[src/rtl/regfile_writeback_if.sv]
// rtl/regfile_writeback_if.sv - result handshakes, register write port and forwarding bundle
interface regfile_writeback_if #(
    parameter int DATA_W = 16,
    parameter int ADDR_W = 3,
    parameter int DEPTH  = 4
);
    localparam int CW = $clog2(DEPTH + 1);

    logic                   ld_valid;
    logic                   ld_ready;
    logic [ADDR_W-1:0]      ld_dest;
    logic [DATA_W-1:0]      ld_data;
    logic                   alu_valid;
    logic                   alu_ready;
    logic [ADDR_W-1:0]      alu_dest;
    logic [DATA_W-1:0]      alu_data;
    logic                   reg_write_en;
    logic [ADDR_W-1:0]      reg_write_dest;
    logic [DATA_W-1:0]      reg_write_data;
    logic [ADDR_W-1:0]      fwd_addr_1;
    logic [ADDR_W-1:0]      fwd_addr_2;
    logic                   fwd_hit_1;
    logic                   fwd_hit_2;
    logic [DATA_W-1:0]      fwd_data_1;
    logic [DATA_W-1:0]      fwd_data_2;
    logic [2**ADDR_W-1:0]   pending;
    logic [CW-1:0]          wb_count;

    modport master (
        output ld_valid, ld_dest, ld_data, alu_valid, alu_dest, alu_data,
               fwd_addr_1, fwd_addr_2,
        input  ld_ready, alu_ready, reg_write_en, reg_write_dest, reg_write_data,
               fwd_hit_1, fwd_hit_2, fwd_data_1, fwd_data_2, pending, wb_count
    );

    modport slave (
        input  ld_valid, ld_dest, ld_data, alu_valid, alu_dest, alu_data,
               fwd_addr_1, fwd_addr_2,
        output ld_ready, alu_ready, reg_write_en, reg_write_dest, reg_write_data,
               fwd_hit_1, fwd_hit_2, fwd_data_1, fwd_data_2, pending, wb_count
    );
endinterface

[src/rtl/regfile_writeback.sv]
// rtl/regfile_writeback.sv - in-order writeback queue with register forwarding
module regfile_writeback #(
    parameter int DATA_W = 16,
    parameter int ADDR_W = 3,
    parameter int DEPTH  = 4
) (
    input logic              clk,
    input logic              rst,
    regfile_writeback_if.slave wb
);
    localparam int CW   = $clog2(DEPTH + 1);
    localparam int PW   = $clog2(DEPTH);
    localparam int NREG = 2**ADDR_W;

    logic [ADDR_W-1:0] q_dest_q [DEPTH];
    logic [ADDR_W-1:0] q_dest_d [DEPTH];
    logic [DATA_W-1:0] q_data_q [DEPTH];
    logic [DATA_W-1:0] q_data_d [DEPTH];
    logic [PW-1:0]     head_q, head_d, tail_q, tail_d;
    logic [CW-1:0]     count_q, count_d;
    logic              wr_en_q, wr_en_d;
    logic [ADDR_W-1:0] wr_dest_q, wr_dest_d;
    logic [DATA_W-1:0] wr_data_q, wr_data_d;

    logic              ld_ready, alu_ready, push_ld, push_alu, pop;
    logic              hit_1, hit_2;
    logic [DATA_W-1:0] fdata_1, fdata_2;
    logic [NREG-1:0]   pend;
    logic [PW-1:0]     idx;

    function automatic logic [PW-1:0] ptr_add(input logic [PW-1:0] p, input int n);
        int s;
        s = int'(p) + n;
        if (s >= DEPTH) s = s - DEPTH;
        return PW'(s);
    endfunction

    // Ready looks only at the registered count, so a same-cycle pop never frees a slot.
    always_comb begin
        ld_ready  = (count_q <= CW'(DEPTH - 1));
        alu_ready = wb.ld_valid ? (count_q <= CW'(DEPTH - 2)) : (count_q <= CW'(DEPTH - 1));
        push_ld   = wb.ld_valid & ld_ready;
        push_alu  = wb.alu_valid & alu_ready;
        pop       = (count_q != '0);
    end

    always_comb begin
        q_dest_d  = q_dest_q;
        q_data_d  = q_data_q;
        head_d    = head_q;
        tail_d    = tail_q;
        wr_en_d   = 1'b0;
        wr_dest_d = wr_dest_q;
        wr_data_d = wr_data_q;
        if (pop) begin
            wr_en_d   = 1'b1;
            wr_dest_d = q_dest_q[head_q];
            wr_data_d = q_data_q[head_q];
            head_d    = ptr_add(head_q, 1);
        end
        // Load goes in first so it retires ahead of a same-cycle ALU result.
        if (push_ld) begin
            q_dest_d[tail_d] = wb.ld_dest;
            q_data_d[tail_d] = wb.ld_data;
            tail_d           = ptr_add(tail_d, 1);
        end
        if (push_alu) begin
            q_dest_d[tail_d] = wb.alu_dest;
            q_data_d[tail_d] = wb.alu_data;
            tail_d           = ptr_add(tail_d, 1);
        end
        count_d = count_q + CW'(push_ld) + CW'(push_alu) - CW'(pop);
    end

    // Scan oldest to youngest so the last match left standing is the youngest write.
    always_comb begin
        hit_1   = 1'b0;
        hit_2   = 1'b0;
        fdata_1 = '0;
        fdata_2 = '0;
        pend    = '0;
        idx     = '0;
        if (wr_en_q) begin
            pend[wr_dest_q] = 1'b1;
            if (wr_dest_q == wb.fwd_addr_1) begin hit_1 = 1'b1; fdata_1 = wr_data_q; end
            if (wr_dest_q == wb.fwd_addr_2) begin hit_2 = 1'b1; fdata_2 = wr_data_q; end
        end
        for (int i = 0; i < DEPTH; i++) begin
            if (i < int'(count_q)) begin
                idx = ptr_add(head_q, i);
                pend[q_dest_q[idx]] = 1'b1;
                if (q_dest_q[idx] == wb.fwd_addr_1) begin hit_1 = 1'b1; fdata_1 = q_data_q[idx]; end
                if (q_dest_q[idx] == wb.fwd_addr_2) begin hit_2 = 1'b1; fdata_2 = q_data_q[idx]; end
            end
        end
    end

    always_ff @(posedge clk or negedge rst) begin
        if (!rst) begin
            for (int i = 0; i < DEPTH; i++) begin
                q_dest_q[i] <= '0;
                q_data_q[i] <= '0;
            end
            head_q    <= '0;
            tail_q    <= '0;
            count_q   <= '0;
            wr_en_q   <= 1'b0;
            wr_dest_q <= '0;
            wr_data_q <= '0;
        end else begin
            q_dest_q  <= q_dest_d;
            q_data_q  <= q_data_d;
            head_q    <= head_d;
            tail_q    <= tail_d;
            count_q   <= count_d;
            wr_en_q   <= wr_en_d;
            wr_dest_q <= wr_dest_d;
            wr_data_q <= wr_data_d;
        end
    end

    assign wb.ld_ready       = ld_ready;
    assign wb.alu_ready      = alu_ready;
    assign wb.reg_write_en   = wr_en_q;
    assign wb.reg_write_dest = wr_dest_q;
    assign wb.reg_write_data = wr_data_q;
    assign wb.fwd_hit_1      = hit_1;
    assign wb.fwd_hit_2      = hit_2;
    assign wb.fwd_data_1     = fdata_1;
    assign wb.fwd_data_2     = fdata_2;
    assign wb.pending        = pend;
    assign wb.wb_count       = count_q;
endmodule

[src/flat_wrapper.sv]
// flat-port wrapper written by rule: the top's interface ports become plain ports
module regfile_writeback_flat 
#(
    parameter int DATA_W = 16,
    parameter int ADDR_W = 3,
    parameter int DEPTH  = 4
)
  (clk, rst, wb_ld_valid, wb_ld_dest, wb_ld_data, wb_alu_valid, wb_alu_dest, wb_alu_data, wb_fwd_addr_1, wb_fwd_addr_2, wb_ld_ready, wb_alu_ready, wb_reg_write_en, wb_reg_write_dest, wb_reg_write_data, wb_fwd_hit_1, wb_fwd_hit_2, wb_fwd_data_1, wb_fwd_data_2, wb_pending, wb_wb_count);
  regfile_writeback_if #(.DATA_W(DATA_W), .ADDR_W(ADDR_W), .DEPTH(DEPTH)) wb_i ();
  input logic clk;
  input logic rst;
  input wire logic [$bits(wb_i.ld_valid)-1:0] wb_ld_valid;
  input wire logic [$bits(wb_i.ld_dest)-1:0] wb_ld_dest;
  input wire logic [$bits(wb_i.ld_data)-1:0] wb_ld_data;
  input wire logic [$bits(wb_i.alu_valid)-1:0] wb_alu_valid;
  input wire logic [$bits(wb_i.alu_dest)-1:0] wb_alu_dest;
  input wire logic [$bits(wb_i.alu_data)-1:0] wb_alu_data;
  input wire logic [$bits(wb_i.fwd_addr_1)-1:0] wb_fwd_addr_1;
  input wire logic [$bits(wb_i.fwd_addr_2)-1:0] wb_fwd_addr_2;
  output wire logic [$bits(wb_i.ld_ready)-1:0] wb_ld_ready;
  output wire logic [$bits(wb_i.alu_ready)-1:0] wb_alu_ready;
  output wire logic [$bits(wb_i.reg_write_en)-1:0] wb_reg_write_en;
  output wire logic [$bits(wb_i.reg_write_dest)-1:0] wb_reg_write_dest;
  output wire logic [$bits(wb_i.reg_write_data)-1:0] wb_reg_write_data;
  output wire logic [$bits(wb_i.fwd_hit_1)-1:0] wb_fwd_hit_1;
  output wire logic [$bits(wb_i.fwd_hit_2)-1:0] wb_fwd_hit_2;
  output wire logic [$bits(wb_i.fwd_data_1)-1:0] wb_fwd_data_1;
  output wire logic [$bits(wb_i.fwd_data_2)-1:0] wb_fwd_data_2;
  output wire logic [$bits(wb_i.pending)-1:0] wb_pending;
  output wire logic [$bits(wb_i.wb_count)-1:0] wb_wb_count;
  assign wb_i.ld_valid = wb_ld_valid;
  assign wb_i.ld_dest = wb_ld_dest;
  assign wb_i.ld_data = wb_ld_data;
  assign wb_i.alu_valid = wb_alu_valid;
  assign wb_i.alu_dest = wb_alu_dest;
  assign wb_i.alu_data = wb_alu_data;
  assign wb_i.fwd_addr_1 = wb_fwd_addr_1;
  assign wb_i.fwd_addr_2 = wb_fwd_addr_2;
  assign wb_ld_ready = wb_i.ld_ready;
  assign wb_alu_ready = wb_i.alu_ready;
  assign wb_reg_write_en = wb_i.reg_write_en;
  assign wb_reg_write_dest = wb_i.reg_write_dest;
  assign wb_reg_write_data = wb_i.reg_write_data;
  assign wb_fwd_hit_1 = wb_i.fwd_hit_1;
  assign wb_fwd_hit_2 = wb_i.fwd_hit_2;
  assign wb_fwd_data_1 = wb_i.fwd_data_1;
  assign wb_fwd_data_2 = wb_i.fwd_data_2;
  assign wb_pending = wb_i.pending;
  assign wb_wb_count = wb_i.wb_count;
  regfile_writeback #(.DATA_W(DATA_W), .ADDR_W(ADDR_W), .DEPTH(DEPTH)) u_core (.clk(clk), .rst(rst), .wb(wb_i));
endmodule
[config.mk]
export PLATFORM = sky130hd
export DESIGN_NAME = regfile_writeback_flat
export DESIGN_NICKNAME = d
export VERILOG_FILES = /design/src/rtl/regfile_writeback_if.sv /design/src/rtl/regfile_writeback.sv /design/src/flat_wrapper.sv
export SDC_FILE = /design/constraint.sdc
export NUM_CORES = 1
export LEC_CHECK = 0
export BUFFER_PORTS_ARGS = -buffer_cell sky130_fd_sc_hd__buf_2
export CAP_MARGIN = 20
export CORE_MARGIN = 3
export CORE_UTILIZATION = 55
export DETAILED_ROUTE_END_ITERATION = 6
export GPL_TIMING_DRIVEN = 0
export PLACE_DENSITY_LB_ADDON = 0.25
export RECOVER_POWER = 100
export SLEW_MARGIN = 30
export SYNTH_ARGS = -nofsm -noshare
export SYNTH_HDL_FRONTEND = slang
export SYNTH_SLANG_ARGS = --single-unit
[constraint.sdc]
create_clock -name clk -period 5.5 [get_ports clk]
set_input_delay 0.825 -clock clk [delete_from_list [all_inputs] [get_ports clk]]
set_output_delay 0.825 -clock clk [all_outputs]
set_load 0.05 [all_outputs]
==> results by stage, run 1 <==
Outcome:
- The run finished, with violations left.
- The checks that failed: max-capacitance violations, max-slew violations.

Run:
- Across the run, the number of max-cap violations was 2.

Placement:
- The pre-CTS worst setup slack is 1.53 ns.
- The instance area at placement is 0.00974 mm².
- The final estimated routing congestion in global placement is 0.924.
- The half-perimeter wire length of the detailed placement result is 20,600 µm.
- The quantity of I/O buffers inserted on ports is 108.

Timing:
- Setup repair after global routing left no endpoint under its margin.
- For the pin with the worst max-slew slack, the measured transition is 2.21 ns.
- For this run, the top clock speed supported by timing is 0.210 GHz.
- After layout, the worst setup slack is 0.746 ns.
- The final worst hold slack is 0.574 ns.
- Across the routed clock network, the largest skew measured is 0.00799 ns.
- The minimum period implied by the final worst setup slack is 4.75 ns.
- The setup TNS after final layout is 0 ns.
- The number of hold violations in the final report is 0.
- The final number of max-transition violations was 106.
- Setup violations remaining at the end of the flow were counted as 0.
- Headroom to the max-slew limit came out at -0.471.
- The post-route clock period utilization is 0.864.

Clock network:
- The H-tree depth is 3.
- TritonCTS built the clock tree.
- The post-cts gate resize count is 0.
- The clock latency of the later-clocked register in the worst-skew pair is 0.36 ns.
- CTS saw 103 sinks.
- Clock tree synthesis selected as its root buffer the cell clkbuf_16.
- TritonCTS created 9 clock buffers.
- The longest clock path from root to sink contains 2 buffers.
- Buffers added to address setup during post-CTS repair amount to 0.
- Clock-pin slew was measured on the worst setup and hold paths at 0.08 ns.
- The number of hold buffers added after CTS was 0.

GRT:
- The total congestion overflow after global routing is 0.
- The aggregate global-route resource usage is 0.309.
- The via count of the first global-routing pass is 7,531.
- The number of antenna violations at the first check in global routing is 0.
- The first global-routing pass estimated 43,000 µm of wire.
- Entering global routing, the biggest net connects 67 pins.

Critical path:
- The arrival time at the worst endpoint is 3.93 ns.
- For flop-to-flop paths, the worst setup slack is 1.41 ns.
- In this run the critical register-to-register path is launched from u_core.wb.wb_count[2].
- In this run the worst setup path begins at u_core.head_q[1].
- The cell type group with the largest total delay on the critical path is buffers and inverters.
- The capture point of the worst reg-to-reg path is u_core.q_data_q[31].
- Together, buffers and inverters on the worst path number 5.
- Among the stages of the critical path, the cell type that occurs most often is clkbuf_1.
- The type of the setup path with the least slack is reg -> out.
- Among all stages on the critical path, the largest delay is contributed by clkbuf_1.
- The largest fanout on the critical path is 10.
- The required time reported for the critical path endpoint is 4.68 ns.
- The peak per-stage delay on the critical path is 0.54 ns.
- The logic depth of the worst register-to-register path is 14.
- The critical path goes through clkbuf_1 > clkbuf_1 > buf_4 > clkbuf_1 > mux4_2 > a221oi_1 > o211ai_1 > clkbuf_1.
- The worst setup path is captured at a primary output.
- The worst setup path is launched from a flop.

Synth:
- The share of the Yosys chip area taken by registers is 0.289.
- The multiplexer share of the synthesized area is 0.311.
- The net count of the mapped netlist is 910.
- Of the total synthesized cell area, the portion taken by XOR and XNOR cells is 0.0395.
- The synthesis warning total is 0.
- Summing every instance area after synthesis gives 0.00891 mm².
- The dominant combinational cell family by area after synthesis is multiplexers.
- The number of different library cells used by synthesis comes to 49.
- The most used flip-flop cell after synthesis is dfrtp_1.
- The synthesized area per cell is 10.5 µm².
- By area the synthesized netlist is led by dfrtp_1, mux4_2, mux2i_1.
- Of the total synthesized cell area, the portion taken by AND, OR, NAND and NOR gates is 0.118.
- The number of enable flip-flop cells after synthesis is 0.
- The fraction of post-synthesis cell area in the top cell type by area is 0.289.
- The synthesized design contains 103 register bits.
- The share of synthesized flip-flops with an asynchronous set or reset is 1.00.
- The largest area contributor in the synthesized netlist is dfrtp_1.
- The synthesized instance count is 849.
- The synthesized-area fraction occupied by ao, oa, aoi and oai cells is 0.163.
- The area share of fa/ha/maj cells after synthesis is 0.0199.

Drt:
- The wire length reported by the detailed router is 27,800 µm.
- After detailed routing, the average wire length per cell comes to 23.4 µm.
- The DRC violations left is 0.
- Before antenna repair, the detailed router went through 5 iterations.
- Using the TritonRoute via totals, the vias-per-cell ratio works out to 6.79.
- The routed layout has 8,048 vias.
- The first routing iteration left 1,156 violations.
- The residual antenna-violating net count after detailed routing is 0.

Layout:
- The total area of multi-input combinational cells is 0.00579 mm².
- The register cell area after layout is 0.00258 mm².
- The cell area after layout is 0.00998 mm².
- The number of inserted filler cells in the final layout is 1,351.
- The area growth from synthesis to layout is 12.1%.
- In the final design database the tool counted 1,030 nets.
- In the final layout, the share of cells above drive strength 1 is 0.235.
- The diode insertion count for antenna repair is 0.

Die:
- The floorplan step defined a die boundary enclosing 0.0178 mm².
- The number of placement rows is 45.
- The number of placed I/O pins is 115.
- The core region area is 0.0155 mm².
- The die is 133 µm wide.
- The initial core utilization is 0.573.
- The height of the die is 133 µm.

Min path:
- The path category of the worst min-delay check is reg -> reg.
- The startpoint identified for the worst hold timing path is u_core.wb.reg_write_data[9].
- Counting instances, the worst hold path has a depth of 1.
- For hold timing, the worst endpoint is u_core.wb.reg_write_data[9].
## per-stage QoR
stage | utilization | std cells
after floorplan | - | 849
after global placement | 0.625 | 1168
after detailed placement | 0.627 | 1169
after CTS | 0.650 | 1185
after global routing | 0.642 | 1185
final | 0.642 | 1185
## metal layers
| layer | GRT usage | wire length, µm |
|---|---|---|
| met2 | 0.452 | 12200 |
| met3 | 0.0937 | 3520 |
| met4 | 0.0800 | 576 |
| met5 | 0 | 0 |
| met1 | 0.452 | 11500 |
## how the worst max path moves through the flow
stage	endpoint	cells after the start
3_5_place_dp	u_core.q_data_q[31]	14
6_report	wb_fwd_data_1[6]	8
4_1_cts	wb_fwd_data_1[6]	8
5_1_grt	wb_fwd_data_1[6]	8
2_1_floorplan	wb_fwd_data_2[5]	7
3_3_place_gp	u_core.q_data_q[5]	13
## flip-flops by register name (all words and copies together), names as in the netlist
name and count:
u_core.q_data_q 64, u_core.wb.reg_write_data 16, u_core.q_dest_q 12, u_core.wb.reg_write_dest 3, u_core.wb.wb_count 3, u_core.head_q 2, u_core.tail_q 2, u_core.wb.reg_write_en 1
## cell usage in the layout (no fill, tap or decap), types with 8 or more instances in the layout
| cell | n |
|---|---|
| dfrtp_1 | 103 |
| clkbuf_1 | 102 |
| nor2_1 | 85 |
| mux2i_1 | 81 |
| a21oi_1 | 81 |
| mux4_2 | 76 |
| buf_2 | 61 |
| o211ai_1 | 55 |
| nand2_1 | 51 |
| nand3_1 | 47 |
| xnor2_1 | 29 |
| a221oi_1 | 24 |
| mux2_2 | 21 |
| inv_1 | 16 |
| buf_4 | 13 |
| ha_1 | 11 |
| buf_6 | 9 |
| o211ai_2 | 9 |
| clkbuf_16 | 9 |
| nand4_1 | 8 |
| a221oi_2 | 8 |
## cells by family after synthesis
group | after synthesis
AO/OA/AOI/OAI | 196
XOR/XNOR | 35
adder cells (fa/ha/maj) | 13
buffers and inverters | 98
flip-flops | 103
multiplexers | 179
AND/OR/NAND/NOR | 225
## area by class of cell
class / instances / share of cell area
Multi-Input combinational cell: 648 / 0.580
Tap cell: 211 / 0.0265
Inverter: 16 / 0.00602
Clock inverter: 6 / 0.0124
Clock buffer: 10 / 0.0239
Timing Repair Buffer: 109 / 0.0466
Sequential cell: 103 / 0.258
Buffer: 82 / 0.0465
## synth_stat cells, drive strengths merged, types with 6 or more instances
cell type	n
mux2	22
clkbuf	36
xnor2	35
dfrtp	103
mux2i	81
inv	16
nand2	51
a21oi	81
mux4	76
nand3	47
nand4	9
nor2	85
buf	46
and4	6
ha	11
nor3	6
o211ai	64
a221oi	32
Power of run 1 is left out: the tool's default activity adds up to more than one toggle a clock period on the data nets, which glitch-free logic cannot reach.
==> run 2: changes to the inputs <==
--- a/config.mk
+++ b/config.mk
@@ -5,10 +5,11 @@
 export SDC_FILE = /design/constraint.sdc
 export NUM_CORES = 1
 export LEC_CHECK = 0
-export BUFFER_PORTS_ARGS = -buffer_cell sky130_fd_sc_hd__buf_2
+export BUFFER_PORTS_ARGS = -buffer_cell sky130_fd_sc_hd__clkbuf_2
 export CAP_MARGIN = 20
 export CORE_MARGIN = 3
 export CORE_UTILIZATION = 55
+export CTS_BUF_LIST = sky130_fd_sc_hd__clkbuf_2 sky130_fd_sc_hd__clkbuf_4 sky130_fd_sc_hd__clkbuf_8
 export DETAILED_ROUTE_END_ITERATION = 6
 export GPL_TIMING_DRIVEN = 0
 export PLACE_DENSITY_LB_ADDON = 0.25
==> run 2 against run 1 <==
The flow still finishes with violations (max-capacitance violations, max-slew violations). Critical path depth unchanged. Wire length shrank 4.3%. Via count shrank 2.8%. Register-to-register slack improved by 0.04 ns. Final cell count did not move. Core utilization shrank 1.1 points. Die area did not move. First-iteration DRC count is 14% lower. Non-clock buffer count stayed put.
==> results by stage, run 2 (synthesis results as in run 1) <==
Placement:
- After legalization and detailed placement, the total HPWL measured 20,100 µm.
- In this run the tool buffered the top-level ports with 108 buffer cells.
- The total instance count after detailed placement is 1,169.
- The instance area at placement is 0.00975 mm².
- The final estimated routing congestion in global placement is 0.940.

Die:
- The floorplan step defined a core boundary enclosing 0.0155 mm².
- In this run the horizontal extent of the chip is 133 µm.
- The height of the die is 133 µm.
- The number of placed I/O pins is 115.
- The die area is 0.0178 mm².
- The number of placement rows is 45.
- The initial utilization of the core area, before any placement, comes to 0.573.

Drt:
- The total vias in the final route is 7,819.
- The violation count after the first detailed-routing iteration is 997.
- The count of nets left with antenna violations once routing finished came out at 0.
- After detailed routing, the average wire length per cell comes to 22.4 µm.
- The total iterations of the first detailed-routing run is 5.
- Dividing the detail-routed via count by the number of cells gives 6.60.
- Summed over all layers, the routed wires come to 26,600 µm.
- In the routed design, unresolved DRC markers number 0.

Timing:
- Setup violations remaining at the end of the flow were counted as 0.
- The top achievable clock speed is 0.211 GHz.
- Setup repair after global routing left no endpoint under its margin.
- The worst-case clock skew is 0.00864 ns.
- The setup TNS after final layout is 0 ns.
- The transition at the pin with the smallest max-transition slack is 1.94 ns.
- The post-route clock period utilization is 0.862.
- The minimum period implied by the final worst setup slack is 4.74 ns.
- The worst-case headroom to the max-slew limit is -0.296.
- The final number of max-transition violations is 79.
- The number of hold violations in the final report came to 0.

Layout:
- The fraction of layout cells with a size suffix above 1 is 0.235.
- 0 antenna diodes ended up in the layout.
- The layout-stage area growth over the synthesis result is 10.2%.
- The flip-flop count of the largest register after layout is 64.
- In the final design database the tool counted 1,030 nets.
- The most frequent standard cell in the layout excluding fill and tap cells is clkbuf_1.
- More flip-flops sit in one register than any other, and that register is u_core.q_data_q.
- The filler-free cell count of the finished design is 1,185.
- The cell area after layout is 0.00981 mm².
- In the layout the commonest cells are clkbuf_1, dfrtp_1, nor2_1, mux2i_1, a21oi_1.

GRT:
- The number of antenna violations at the first check in global routing is 0.
- The total congestion overflow after global routing is 0.
- Entering global routing, the biggest net connects 79 pins.
- The via count of the first global-routing pass is 7,335.
- The aggregate global-route resource usage is 0.298.
- The wire length of the first global-routing pass is 41,800 µm.

Min path:
- The launch point of the worst hold path is u_core.wb.reg_write_data[15].
- Along the worst hold path, the cell count comes to 1.
- The worst min-delay path endpoint is u_core.wb.reg_write_data[15].
- The worst hold path belongs to the class reg -> reg.

Clock network:
- The H-tree depth is 3.
- The clock-pin transition on the worst setup and hold timing paths is 0.11 ns.
- The post-cts gate resize count is 0.
- The maximum clock insertion buffer count is 2.
- The post-CTS setup buffer count is 0.
- For the worst-skew pair, the clock arrives at the later sink with an insertion delay of 0.39 ns.
- After clock tree synthesis, the flow added hold-fix buffers numbering 0.
- In this run, CTS created clock tree buffers numbering 9.
- TritonCTS built the clock tree.
- The clock sink total is 103.
- In this run the clock root is driven by a clkbuf_8.

Critical path:
- The peak per-stage delay on the critical path is 0.56 ns.
- The slowest library cell on the worst path is clkbuf_1.
- The most numerous cell type found on the critical path is clkbuf_1.
- The critical path goes through clkbuf_1 > clkbuf_1 > buf_4 > clkbuf_1 > mux4_2 > a221oi_1 > o211ai_1 > clkbuf_2.
- The arrival time at the worst endpoint is 3.92 ns.
- The worst register-to-register path ends at u_core.q_data_q[28].
- The launching element type of the critical path is a flop.
- The number of cells on the worst reg-to-reg path is 13.
- The origin of the critical flop-to-flop path is u_core.wb.wb_count[2].
- The register-to-register setup slack is 1.45 ns.
- The endpoint class of the critical path is a primary output.
- The largest fanout on the critical path is 10.
- The required time reported for the critical path endpoint is 4.68 ns.
- The type of the setup path with the least slack is reg -> out.

Run:
- The max capacitance violation total is 1.

Outcome:
- The flow ran to the end, but the final reports show violations.
- The final reports fail on max-capacitance violations, max-slew violations.
==> run 2: how the worst max path moves through the flow <==
stage / slack (ns) / cells past startpoint / endpoint / from
finish: 0.76 / 8 / wb_fwd_data_1[6] / u_core.head_q[1]
CTS: 1.36 / 8 / wb_fwd_data_1[6] / u_core.head_q[1]
detailed placement: 1.61 / 13 / u_core.q_data_q[28] / u_core.wb.wb_count[2]
global placement: 1.71 / 13 / u_core.q_data_q[25] / u_core.wb.wb_count[2]
global route: 0.56 / 8 / wb_fwd_data_1[3] / u_core.head_q[1]
floorplan: 1.84 / 7 / wb_fwd_data_2[5] / wb_fwd_addr_2[0]
==> run 2: metrics by stage <==
stage	worst slack [ns]	util	hold WS, ns
2_1_floorplan	1.84	-	0.529
3_3_place_gp	1.71	0.625	0.551
3_5_place_dp	1.61	0.627	0.555
4_1_cts	1.36	0.639	0.298
5_1_grt	0.557	0.631	0.611
6_report	0.758	0.631	0.598
==> run 2: area by class of cell <==
class	instances	area, µm²
clock inverters	5	40.0
inverters	16	60.1
flip-flops and latches	103	2580
well taps	211	264
plain buffers	82	458
fillers	1353	5730
multi-input cells	648	5800
clock buffers	11	145
repair buffers	109	464
==> run 2: layer usage <==
metal  track usage  vias up  share of wire
li1              -     3508              -
met1         0.461     3776           0.44
met2         0.435      508           0.44
met3        0.0767       27           0.12
met4        0.0446        0          0.010
met5             0        -              0
==> run 2: worst max-delay path: cells and delay by family (launching register included) <==
kind / cells / cell delay, ns
mux: 1 / 0.48
buf+inv: 5 / 2.08
compound gates: 2 / 0.63
flops: 1 / 0.34
Power of run 2 is left out for the same reason.
